$ cat src/rtl/apb_pkg.sv
// Shared APB fabric definitions: FSM state encoding and default bus widths.
package apb_pkg;

  localparam int unsigned ADDR_W_DEF = 5;
  localparam int unsigned DATA_W_DEF = 8;

  typedef enum logic [1:0] {
    IDLE   = 2'd0,
    SETUP  = 2'd1,
    ACCESS = 2'd2
  } apb_state_e;

endpackage

$ cat src/rtl/apb_rr_pick2.sv
// Two-way round-robin pick: a lone request wins, a tie goes to the requester named by prio.
module apb_rr_pick2 (
  input  logic req0,
  input  logic req1,
  input  logic prio,
  output logic valid,
  output logic winner
);

  assign valid  = req0 | req1;
  assign winner = (req0 && req1) ? prio : req1;

endmodule

$ cat src/rtl/apb_arbiter2.sv
// Two-requester APB arbiter: round-robin grant, each transfer re-issued downstream
// as a registered SETUP/ACCESS pair, with an optional hung-completer timeout.
module apb_arbiter2
  import apb_pkg::*;
#(
  parameter int unsigned       ADDR_W       = ADDR_W_DEF,
  parameter int unsigned       DATA_W       = DATA_W_DEF,
  parameter int unsigned       TIMEOUT      = 0,
  parameter logic [DATA_W-1:0] TIMEOUT_DATA = DATA_W'(8'hFF)
) (
  input  logic              PCLK,
  input  logic              PRESET,
  input  logic              m0_PSEL,
  input  logic              m0_PENABLE,
  input  logic [ADDR_W-1:0] m0_PADDR,
  input  logic              m0_PWRITE,
  input  logic [DATA_W-1:0] m0_PWDATA,
  output logic [DATA_W-1:0] m0_PRDATA,
  output logic              m0_PREADY,
  input  logic              m1_PSEL,
  input  logic              m1_PENABLE,
  input  logic [ADDR_W-1:0] m1_PADDR,
  input  logic              m1_PWRITE,
  input  logic [DATA_W-1:0] m1_PWDATA,
  output logic [DATA_W-1:0] m1_PRDATA,
  output logic              m1_PREADY,
  output logic              PSEL,
  output logic              PENABLE,
  output logic              PWRITE,
  output logic [ADDR_W-1:0] PADDR,
  output logic [DATA_W-1:0] PWDATA,
  input  logic [DATA_W-1:0] PRDATA,
  input  logic              PREADY,
  output logic              grant
);

  localparam int unsigned CNT_W = (TIMEOUT > 0) ? $clog2(TIMEOUT + 1) : 1;

  apb_state_e        state, state_n;
  logic [CNT_W-1:0]  cnt, cnt_n;
  logic              prio, prio_n;
  logic              grant_n;
  logic              psel_n, penable_n, pwrite_n;
  logic [ADDR_W-1:0] paddr_n;
  logic [DATA_W-1:0] pwdata_n;

  logic              pick_valid, pick_winner;
  logic              timeout_hit_c, done_c;
  logic [DATA_W-1:0] rdata_c;

  // Requester PENABLE is observed for protocol completeness only.
  logic unused_penable;
  assign unused_penable = m0_PENABLE ^ m1_PENABLE;

  apb_rr_pick2 u_pick (
    .req0   (m0_PSEL),
    .req1   (m1_PSEL),
    .prio   (prio),
    .valid  (pick_valid),
    .winner (pick_winner)
  );

  // A real PREADY in the timeout cycle wins and returns real data.
  assign timeout_hit_c = (TIMEOUT > 0) && (cnt == CNT_W'(TIMEOUT));
  assign done_c        = (state == ACCESS) && (PREADY || timeout_hit_c);
  assign rdata_c       = PREADY ? PRDATA : TIMEOUT_DATA;

  // Completion strobe and read data routed back to the owner only.
  always_comb begin
    m0_PREADY = 1'b0;
    m1_PREADY = 1'b0;
    m0_PRDATA = '0;
    m1_PRDATA = '0;
    if (done_c) begin
      if (grant) begin
        m1_PREADY = 1'b1;
        m1_PRDATA = rdata_c;
      end else begin
        m0_PREADY = 1'b1;
        m0_PRDATA = rdata_c;
      end
    end
  end

  always_comb begin
    state_n  = state;
    cnt_n    = cnt;
    prio_n   = prio;
    grant_n  = grant;
    paddr_n  = PADDR;
    pwdata_n = PWDATA;
    pwrite_n = PWRITE;
    case (state)
      IDLE: begin
        if (pick_valid) begin
          state_n  = SETUP;
          grant_n  = pick_winner;
          paddr_n  = pick_winner ? m1_PADDR  : m0_PADDR;
          pwdata_n = pick_winner ? m1_PWDATA : m0_PWDATA;
          pwrite_n = pick_winner ? m1_PWRITE : m0_PWRITE;
        end
      end
      SETUP: begin
        state_n = ACCESS;
        cnt_n   = '0;
      end
      ACCESS: begin
        // Always drop back to IDLE so a still-high PSEL is not re-granted.
        if (done_c) begin
          state_n = IDLE;
          prio_n  = ~grant;
        end else if (TIMEOUT > 0) begin
          cnt_n = cnt + CNT_W'(1);
        end
      end
      default: state_n = IDLE;
    endcase
    psel_n    = (state_n != IDLE);
    penable_n = (state_n == ACCESS);
  end

  always_ff @(posedge PCLK or posedge PRESET) begin
    if (PRESET) begin
      state   <= IDLE;
      cnt     <= '0;
      prio    <= 1'b0;
      grant   <= 1'b0;
      PSEL    <= 1'b0;
      PENABLE <= 1'b0;
      PWRITE  <= 1'b0;
      PADDR   <= '0;
      PWDATA  <= '0;
    end else begin
      state   <= state_n;
      cnt     <= cnt_n;
      prio    <= prio_n;
      grant   <= grant_n;
      PSEL    <= psel_n;
      PENABLE <= penable_n;
      PWRITE  <= pwrite_n;
      PADDR   <= paddr_n;
      PWDATA  <= pwdata_n;
    end
  end

endmodule

$ cat config.mk
export PLATFORM = sky130hd
export DESIGN_NAME = apb_arbiter2
export DESIGN_NICKNAME = d
export VERILOG_FILES = /design/src/rtl/apb_pkg.sv /design/src/rtl/apb_rr_pick2.sv /design/src/rtl/apb_arbiter2.sv
export SDC_FILE = /design/constraint.sdc
export NUM_CORES = 1
export LEC_CHECK = 0
export ABC_AREA = 1
export BUFFER_PORTS_ARGS = -buffer_cell sky130_fd_sc_hd__buf_2
export CORE_MARGIN = 2
export CORE_UTILIZATION = 44
export CTS_CLUSTER_SIZE = 25
export DETAILED_ROUTE_END_ITERATION = 6
export MAX_ROUTING_LAYER = met4
export PLACE_DENSITY = 0.84
export SLEW_MARGIN = 20
export SYNTH_ARGS = -nofsm -noshare
export SYNTH_HDL_FRONTEND = slang
export SYNTH_SLANG_ARGS = --single-unit
$ cat constraint.sdc
create_clock -name PCLK -period 1.9 [get_ports PCLK]
set_clock_uncertainty 0.15 [all_clocks]
set_input_delay 0 -clock PCLK [delete_from_list [all_inputs] [get_ports PCLK]]
set_output_delay 0 -clock PCLK [all_outputs]
set_load 0.02 [all_outputs]
==> flow_metrics.tcl, run 1 <==
set metrics [dict create \
    status "finished clean" \
    synth_top_area_cell "dfrtp_1" \
    clk_latency_ps 320 \
    std_cell_rows 18 \
    ctsHtreeMaxLevel 1 \
    ios 78 \
    grt_antenna_before_repair 1 \
    fin_crit_ps 1691 \
    core_area_um2 2500 \
    cts.sinks 20 \
    tns_ps 0 \
    grt_max_degree 21 \
    nets 320 \
    first_iter_violations 54 \
    netSwitchingFraction 0.4810 \
    path_class "register to primary output" \
    min_path_type "primary input to register" \
    grt_use_total 0.2763 \
    powerDensity_nw_per_um2 1192 \
    min_from "m1_PSEL" \
    cts_tree "built" \
    reg2reg_depth 6 \
    cts.path.max_buffers 2 \
    finalHoldViolCount 0 \
    synth_warnings 0 \
    postCtsSetupBuffers 0 \
    holdWs_ps 23.96 \
    mappedNetlistNets 215 \
    layout_commonest_cell "buf_2" \
    ys_types 18 \
    drive_gt1_frac 0.3152 \
    max_freq_mhz 591.2 \
    reg2reg_to "PADDR[2]" \
    die_area_um2 3102 \
    crit_path_end_kind "primary output" \
    syn_to_final_growth_pct 60.74 \
    seqPwrFrac 0.336 \
    startpoint_type "register" \
    place_ws_ps 466.3 \
    comb_power_share 0.547 \
    cts_resized 0 \
    maxSlewViolCount 0 \
    clk_pin_slew_ps 120 \
    dp_hpwl_um 2179 \
    ys_seq_elements 20 \
    p_int_mw 1.169 \
    peakVddDrop_mv 0.8777 \
    synth.cell_area_um2 1176 \
    tightest_slew_ps 737.2 \
    dieWidth_um 55.70 \
    min_to "PADDR[4]" \
    min_path_cells 4 \
    crit_fanout 8 \
    drt-vias-per-instance 4.739 \
    layout_common_cells "buf_2, nand2_1, inv_1" \
    ant_nets 0 \
    grt_pass1_wl_um 6417 \
    fin_ws_ps 208.7 \
    slew_headroom 0.5080 \
    drv_cap 0 \
    drc 0 \
    post-route-period-util 0.8902 \
    leakagePower_nw 1.180 \
    routedWlPerCell_um 12.95 \
    synth-seq-area-share 0.4255 \
    switchingPower_mw 1.083 \
    place_congestion 0.7854 \
    regArea_um2 500.5 \
    first_pass_iters 4 \
    numCtsBuffers 3 \
    yosys-top-cells-area "dfrtp_1, nand2_1, nand3_1, inv_1, nor2_1" \
    critPathRequiredTime_ps 1750 \
    rsz0062_at_grt "no" \
    arrival_ps 1540 \
    fill_cells 189 \
    avgSynthCellArea_um2 6.838 \
    grt_pass1_vias 1436 \
    pwr-share-clk 0.117 \
    wirelength_um 3976 \
    r2r_setup_slack_ps 370 \
    synthCells 172 \
    finalSetupViolations 0 \
    grt_overflow 0 \
    io_buffers 75 \
    die_height_um 55.70 \
    vias 1455 \
    start_util 0.4705 \
    multi_input_area_um2 486.7 \
    clockRootBuffer "clkbuf_4" \
    reg2reg_from "prio" \
    synth.top_cell.area_share 0.4255 \
]
[worst max-delay path, stage by stage, from the launching register on]
cell and delay [ps]:
dfrtp_1 390, inv_2 90, nand3_1 120, nor2_1 200
inv_2 110, nor2_1 130, buf_2 180
[worst max path at each step]
| stage | startpoint | endpoint | slack (ps) |
|---|---|---|---|
| after floorplan | state[0] | m0_PRDATA[0] | 370 |
| after global placement | prio | PADDR[0] | 500 |
| after detailed placement | prio | PADDR[0] | 470 |
| after CTS | state[0] | m1_PRDATA[3] | 250 |
| after global routing | state[0] | m0_PRDATA[0] | 100 |
| final | state[0] | m1_PRDATA[4] | 210 |
[area by class of cell]
type / instances / area share
Timing Repair Buffer: 106 / 0.3627
Sequential cell: 20 / 0.2647
Multi-Input combinational cell: 109 / 0.2574
Inverter: 37 / 0.07479
Tap cell: 30 / 0.01985
Clock buffer: 4 / 0.01919
Antenna cell: 1 / 0.001324
[power by group through the flow]
stage,combinational (mW),clock [mW],sequential [mW]
floorplan,0.606,0,0.977
global placement,1.15,0,0.748
detailed placement,1.17,0,0.758
CTS,1.22,0.257,0.753
global route,1.36,0.290,0.781
finish,1.23,0.263,0.756
[stage by stage]
stage	cell area (µm²)	util	total power, mW	cells
6_report	1891	0.7563	2.253	307
5_1_grt	1891	0.7563	2.429	307
4_1_cts	1888	0.7553	2.232	306
3_5_place_dp	1541	0.6166	1.931	271
3_3_place_gp	1541	0.6166	1.894	271
2_1_floorplan	1176	-	1.583	172
[logic make-up after synthesis]
| kind of cell | share of synthesized area |
|---|---|
| AO/OA/AOI/OAI | 0.02340 |
| buffers and inverters | 0.1606 |
| flip-flops | 0.4255 |
| AND/OR/NAND/NOR | 0.3904 |
[cells in the mapped netlist (all sizes together)]
| library cell | n |
|---|---|
| a21oi | 1 |
| o21ai | 3 |
| o211ai | 1 |
| inv | 36 |
| nand2 | 46 |
| buf | 6 |
| dfrtp | 20 |
| nor2 | 28 |
| clkinv | 1 |
| nand3 | 30 |
[flip-flops by register name (all words and copies together), names as in the netlist]
signal	flops
prio	1
PENABLE	1
PWDATA	8
state	2
PSEL	1
PADDR	5
PWRITE	1
grant	1
[per-layer routing]
| layer | track usage | share of wire | up-vias |
|---|---|---|---|
| met2 | 0.4745 | 0.53 | 59 |
| met5 | - | 0 | - |
| li1 | - | - | 722 |
| met3 | 0.05116 | 0.047 | 24 |
| met4 | 0.1882 | 0.062 | 0 |
| met1 | 0.2847 | 0.36 | 650 |
[repair_timing]
action,4_1_cts,5_1_grt
hold endpoints to repair,36,0
hold buffers,31,0
endpoints found under the setup margin,0,0
(Power assumes the default switching activity.)
==> run 2, diff against run 1 <==
- ABC_AREA: 1 -> unset
- PLACE_DENSITY: 0.84 -> 0.85
==> flow_metrics.tcl, run 2 <==
set metrics [dict create \
    grt_overflow 0 \
    synth_top_area_cell "dfrtp_1" \
    std_cell_rows 18 \
    clk_pin_slew_ps 100 \
    cts.sinks 20 \
    max_freq_mhz 570.3 \
    synthMuxAreaShare 0.01798 \
    layout_commonest_cell "buf_2" \
    drt-vias-per-instance 5.457 \
    crit_path_end_kind "primary output" \
    peakVddDrop_mv 0.8201 \
    ctsHtreeMaxLevel 1 \
    cts_hold_buf 31 \
    tns_ps 0 \
    finalSetupViolations 0 \
    synth_top_family_by_area "compound AO/OA/AOI/OAI gates" \
    cts.path.max_buffers 2 \
    crit_fanout 10 \
    p_total_mw 2.232 \
    powerDensity_nw_per_um2 1225 \
    drc 0 \
    largest_register "PWDATA" \
    dp_hpwl_um 2248 \
    grt_pass1_wl_um 5609 \
    syn_to_final_growth_pct 63.60 \
    fin_crit_ps 1754 \
    layout_common_cells "buf_2, dlygate4sd3_1, dfrtp_1" \
    routedWlPerCell_um 14.30 \
    vias 1446 \
    place_congestion 0.6883 \
    yosys-top-cells-area "dfrtp_1, o21ai_0, a31oi_1, nand3_1, a21oi_1" \
    synth-seq-area-share 0.4494 \
    final_cells 265 \
    drv_cap 0 \
    grt_use_total 0.2757 \
    path_class "register to primary output" \
    rsz0062_at_grt "no" \
    ant_nets 0 \
    drive_gt1_frac 0.3660 \
    leakagePower_nw 0.9243 \
    synthSimpleGateAreaFrac 0.2236 \
    met3_wirelength_um 364 \
    synthAdderAreaFrac 0 \
    synth-compound-area-share 0.2247 \
    grt_max_degree 21 \
    cts_tree "built" \
    postCtsSetupBuffers 0 \
    tightest_slew_ps 737.8 \
    min_to "state[0]" \
    reg2reg_depth 3 \
    min_path_cells 3 \
    first_pass_iters 4 \
    ys_top_cells_by_count "dfrtp_1, nor2_1, o21ai_0" \
    core_area_um2 2432 \
    status "finished clean" \
    clockRootBuffer "clkbuf_4" \
    n_antenna_cell 0 \
    final_core_util 0.7490 \
    finalHoldViolCount 0 \
    mappedNetlistNets 176 \
    wirelength_um 3790 \
    maxSlewViolCount 0 \
    io_buffers 75 \
    first_iter_violations 27 \
    synth-xor-area-share 0 \
    r2r_setup_slack_ps 410 \
    synthCells 133 \
    slew_headroom 0.5076 \
    critPathRequiredTime_ps 1750 \
    holdWs_ps 97.01 \
    synth.top_cell.area_share 0.4494 \
    arrival_ps 1600 \
    wl_met2_um 1967 \
    dp_cells 231 \
    largest_reg_flops 8 \
    die_height_um 54.31 \
    clk_latency_ps 290 \
    top_regs "PWDATA x8, PADDR x5, state x2" \
    highest_layer "met4" \
    async_flop_share 1.000 \
    dieWidth_um 54.31 \
    synth_edf_count 0 \
    min_from "m0_PSEL" \
    cts_resized 0 \
    numCtsBuffers 3 \
    reg2reg_to "PADDR[3]" \
    min_path_type "primary input to register" \
    ys_types 17 \
    start_util 0.4578 \
    synth.cell_area_um2 1114 \
    grt_antenna_before_repair 0 \
    ys_seq_elements 20 \
    synth_warnings 0 \
    nets 280 \
    ys.flop_type "dfrtp_1" \
    reg2reg_from "prio" \
    ios 78 \
    yosysMostFrequentCell "dfrtp_1" \
    die_area_um2 2949 \
    avgSynthCellArea_um2 8.373 \
    startpoint_type "register" \
    met1_length_um 1320 \
    post-route-period-util 0.9229 \
    grt_pass1_vias 1267 \
]
-- run 2: critical path, cell delays in order (launching register included) --
cell,delay [ps]
dfrtp_1,460
or3_1,530
nor2_1,140
buf_2,180
-- run 2: layout make-up --
| type | instances | area [µm²] |
|---|---|---|
| Sequential cell | 20 | 500.5 |
| Inverter | 5 | 18.77 |
| Fill cell | 182 | 610.6 |
| Multi-Input combinational cell | 96 | 519.2 |
| Clock buffer | 3 | 22.52 |
| Timing Repair Buffer | 111 | 723.2 |
| Tap cell | 30 | 37.54 |
-- run 2: worst max path at each step --
stage             start           end  depth (start not counted)
2_1_floorplan     grant  m1_PRDATA[0]                          4
3_3_place_gp       prio      PADDR[2]                          3
3_5_place_dp   state[0]  m0_PRDATA[1]                          3
4_1_cts        state[0]  m0_PRDATA[1]                          3
5_1_grt        state[1]  m1_PRDATA[4]                          4
6_report       state[0]  m0_PRDATA[1]                          3
-- run 2: power by group --
| part | leakage, nW | switching, mW | internal [mW] |
|---|---|---|---|
| clock | 0.0138 | 0.123 | 0.0738 |
| sequential | 0.230 | 0.128 | 0.639 |
| combinational | 0.681 | 0.787 | 0.481 |
| total | 0.924 | 1.04 | 1.19 |
-- run 2: cells by family after synthesis --
kind of cell,after synthesis
AO/OA/AOI/OAI,44
flip-flops,20
AND/OR/NAND/NOR,50
buffers and inverters,17
multiplexers,2
-- run 2: layer usage --
layer | global-route usage | up-vias
li1 | - | 672
met4 | 0.1417 | 0
met5 | - | -
met1 | 0.3042 | 657
met3 | 0.03825 | 16
met2 | 0.4819 | 101
-- run 2: through the flow --
stage | area, µm² | worst slack [ps]
floorplan | 1114 | 410.6
global placement | 1489 | 496.9
detailed placement | 1489 | 469.6
CTS | 1822 | 133.4
global route | 1822 | 40.33
finish | 1822 | 146.5
==> run 3, diff against run 2 <==
- GPL_TIMING_DRIVEN: unset -> 0
==> flow_metrics.tcl, run 3 (synthesis gave the netlist of run 2 again) <==
set metrics [dict create \
    status "finished clean" \
    leakagePower_nw 0.9434 \
    maxSlewViolCount 0 \
    placedInstanceArea_um2 1521 \
    layout_commonest_cell "buf_2" \
    grt_overflow 0 \
    ios 78 \
    reg2reg_to "PADDR[3]" \
    numCtsBuffers 3 \
    largest_reg_flops 8 \
    min_to "PWDATA[6]" \
    min_from "m1_PSEL" \
    finalHoldViolCount 0 \
    layout_common_cells "buf_2, dlygate4sd3_1, dfrtp_1" \
    critPathTopFamily "flip-flops" \
    path_class "register to register" \
    cts_resized 0 \
    peakVddDrop_mv 0.9652 \
    crit_buf_inv 1 \
    drv_cap 0 \
    clk_pin_slew_ps 110 \
    largest_register "PWDATA" \
    drc 0 \
    finalSetupViolations 0 \
    first_pass_iters 4 \
    clk_latency_ps 290 \
    std_cell_rows 18 \
    vias 1467 \
    die_area_um2 2949 \
    r2r_setup_slack_ps 100 \
    crit_path_end_kind "register" \
    grt_antenna_before_repair 0 \
    n_antenna_cell 0 \
    core_area_um2 2432 \
    grt_max_degree 21 \
    tightest_slew_ps 744.9 \
    cts.path.max_buffers 2 \
    min_path_type "primary input to register" \
    grt_pass1_vias 1437 \
    die_height_um 54.31 \
    path_cells "nor2_1 > clkbuf_1 > a21oi_1 > a31oi_2" \
    syn_to_final_growth_pct 71.01 \
    nets 289 \
    ant_nets 0 \
    first_iter_violations 33 \
    max_freq_mhz 555.6 \
    place_congestion 0.7215 \
    routedWlPerCell_um 14.31 \
    slew_headroom 0.5029 \
    max_stage_delay_ps 460 \
    start_util 0.4578 \
    io_buffers 74 \
    clockRootBuffer "clkbuf_4" \
    top_regs "PWDATA x8, PADDR x5, state x2" \
    wirelength_um 3935 \
    powerDensity_nw_per_um2 1210 \
    cts_tree "built" \
    post-route-period-util 0.9473 \
    arrival_ps 1870 \
    dieWidth_um 54.31 \
    tns_ps 0 \
    cts.sinks 20 \
    rsz0062_at_grt "no" \
    fin_crit_ps 1800 \
    reg2reg_from "state[0]" \
    drive_gt1_frac 0.3469 \
    ctsHtreeMaxLevel 1 \
    fin_area_um2 1904 \
    reg2reg_depth 4 \
    dp_hpwl_um 2196 \
    drt-vias-per-instance 5.335 \
    critPathRequiredTime_ps 1970 \
    min_path_cells 4 \
    crit_slowest_cell "dfrtp_1" \
    startpoint_type "register" \
    postCtsSetupBuffers 0 \
    grt_pass1_wl_um 5761 \
    crit_fanout 10 \
    grt_use_total 0.2813 \
]
## run 3: final cells by class
class | instances | area [µm²]
well taps | 30 | 37.54
clock buffers | 4 | 36.28
plain buffers | 11 | 71.32
fillers | 173 | 528.0
multi-input cells | 96 | 519.2
repair buffers | 109 | 720.7
flip-flops and latches | 20 | 500.5
inverters | 5 | 18.77
## run 3: through the flow
| stage | hold WS, ps | cells | setup WS [ps] | utilization | power [mW] |
|---|---|---|---|---|---|
| finish | 34.70 | 275 | 100.2 | 0.7829 | 2.305 |
| global placement | 15.45 | 237 | 176.8 | 0.6255 | 1.970 |
| CTS | 1.865 | 276 | 98.20 | 0.7845 | 2.292 |
| detailed placement | 19.47 | 237 | 169.1 | 0.6255 | 1.991 |
| global route | 44.42 | 275 | 9.229 | 0.7829 | 2.470 |
| floorplan | -186.2 | 133 | 410.6 | - | 1.590 |
## run 3: worst max-delay path by stage
stage               startpoint           end  depth (start not counted)
floorplan                grant  m1_PRDATA[0]                          4
global placement      state[0]      PADDR[2]                          4
detailed placement    state[0]      PADDR[3]                          4
CTS                   state[0]  m0_PRDATA[7]                          4
global route          state[0]  m0_PRDATA[5]                          4
finish                state[0]      PADDR[3]                          4
## run 3: tightest hold or removal path, cell delays in order
cell	delay [ps]
buf_6	100
inv_1	90
o21ai_0	180
a31oi_1	80
## run 3: routing by layer
metal	global-route usage	part of all wire	vias up
met3	0.04645	0.089	16
met5	-	0	-
met1	0.2735	0.34	667
met4	0.1667	0.038	0
met2	0.5181	0.53	97
li1	-	-	687
## run 3: timing repair
item,4_1_cts,5_1_grt
endpoints found under the hold margin,37,0
endpoints found under the setup margin,0,6
hold buffers,35,0
## run 3: report_power, final
group | switching [mW] | internal, mW
Clock | 0.128 | 0.117
Combinational | 0.787 | 0.504
Sequential | 0.130 | 0.639
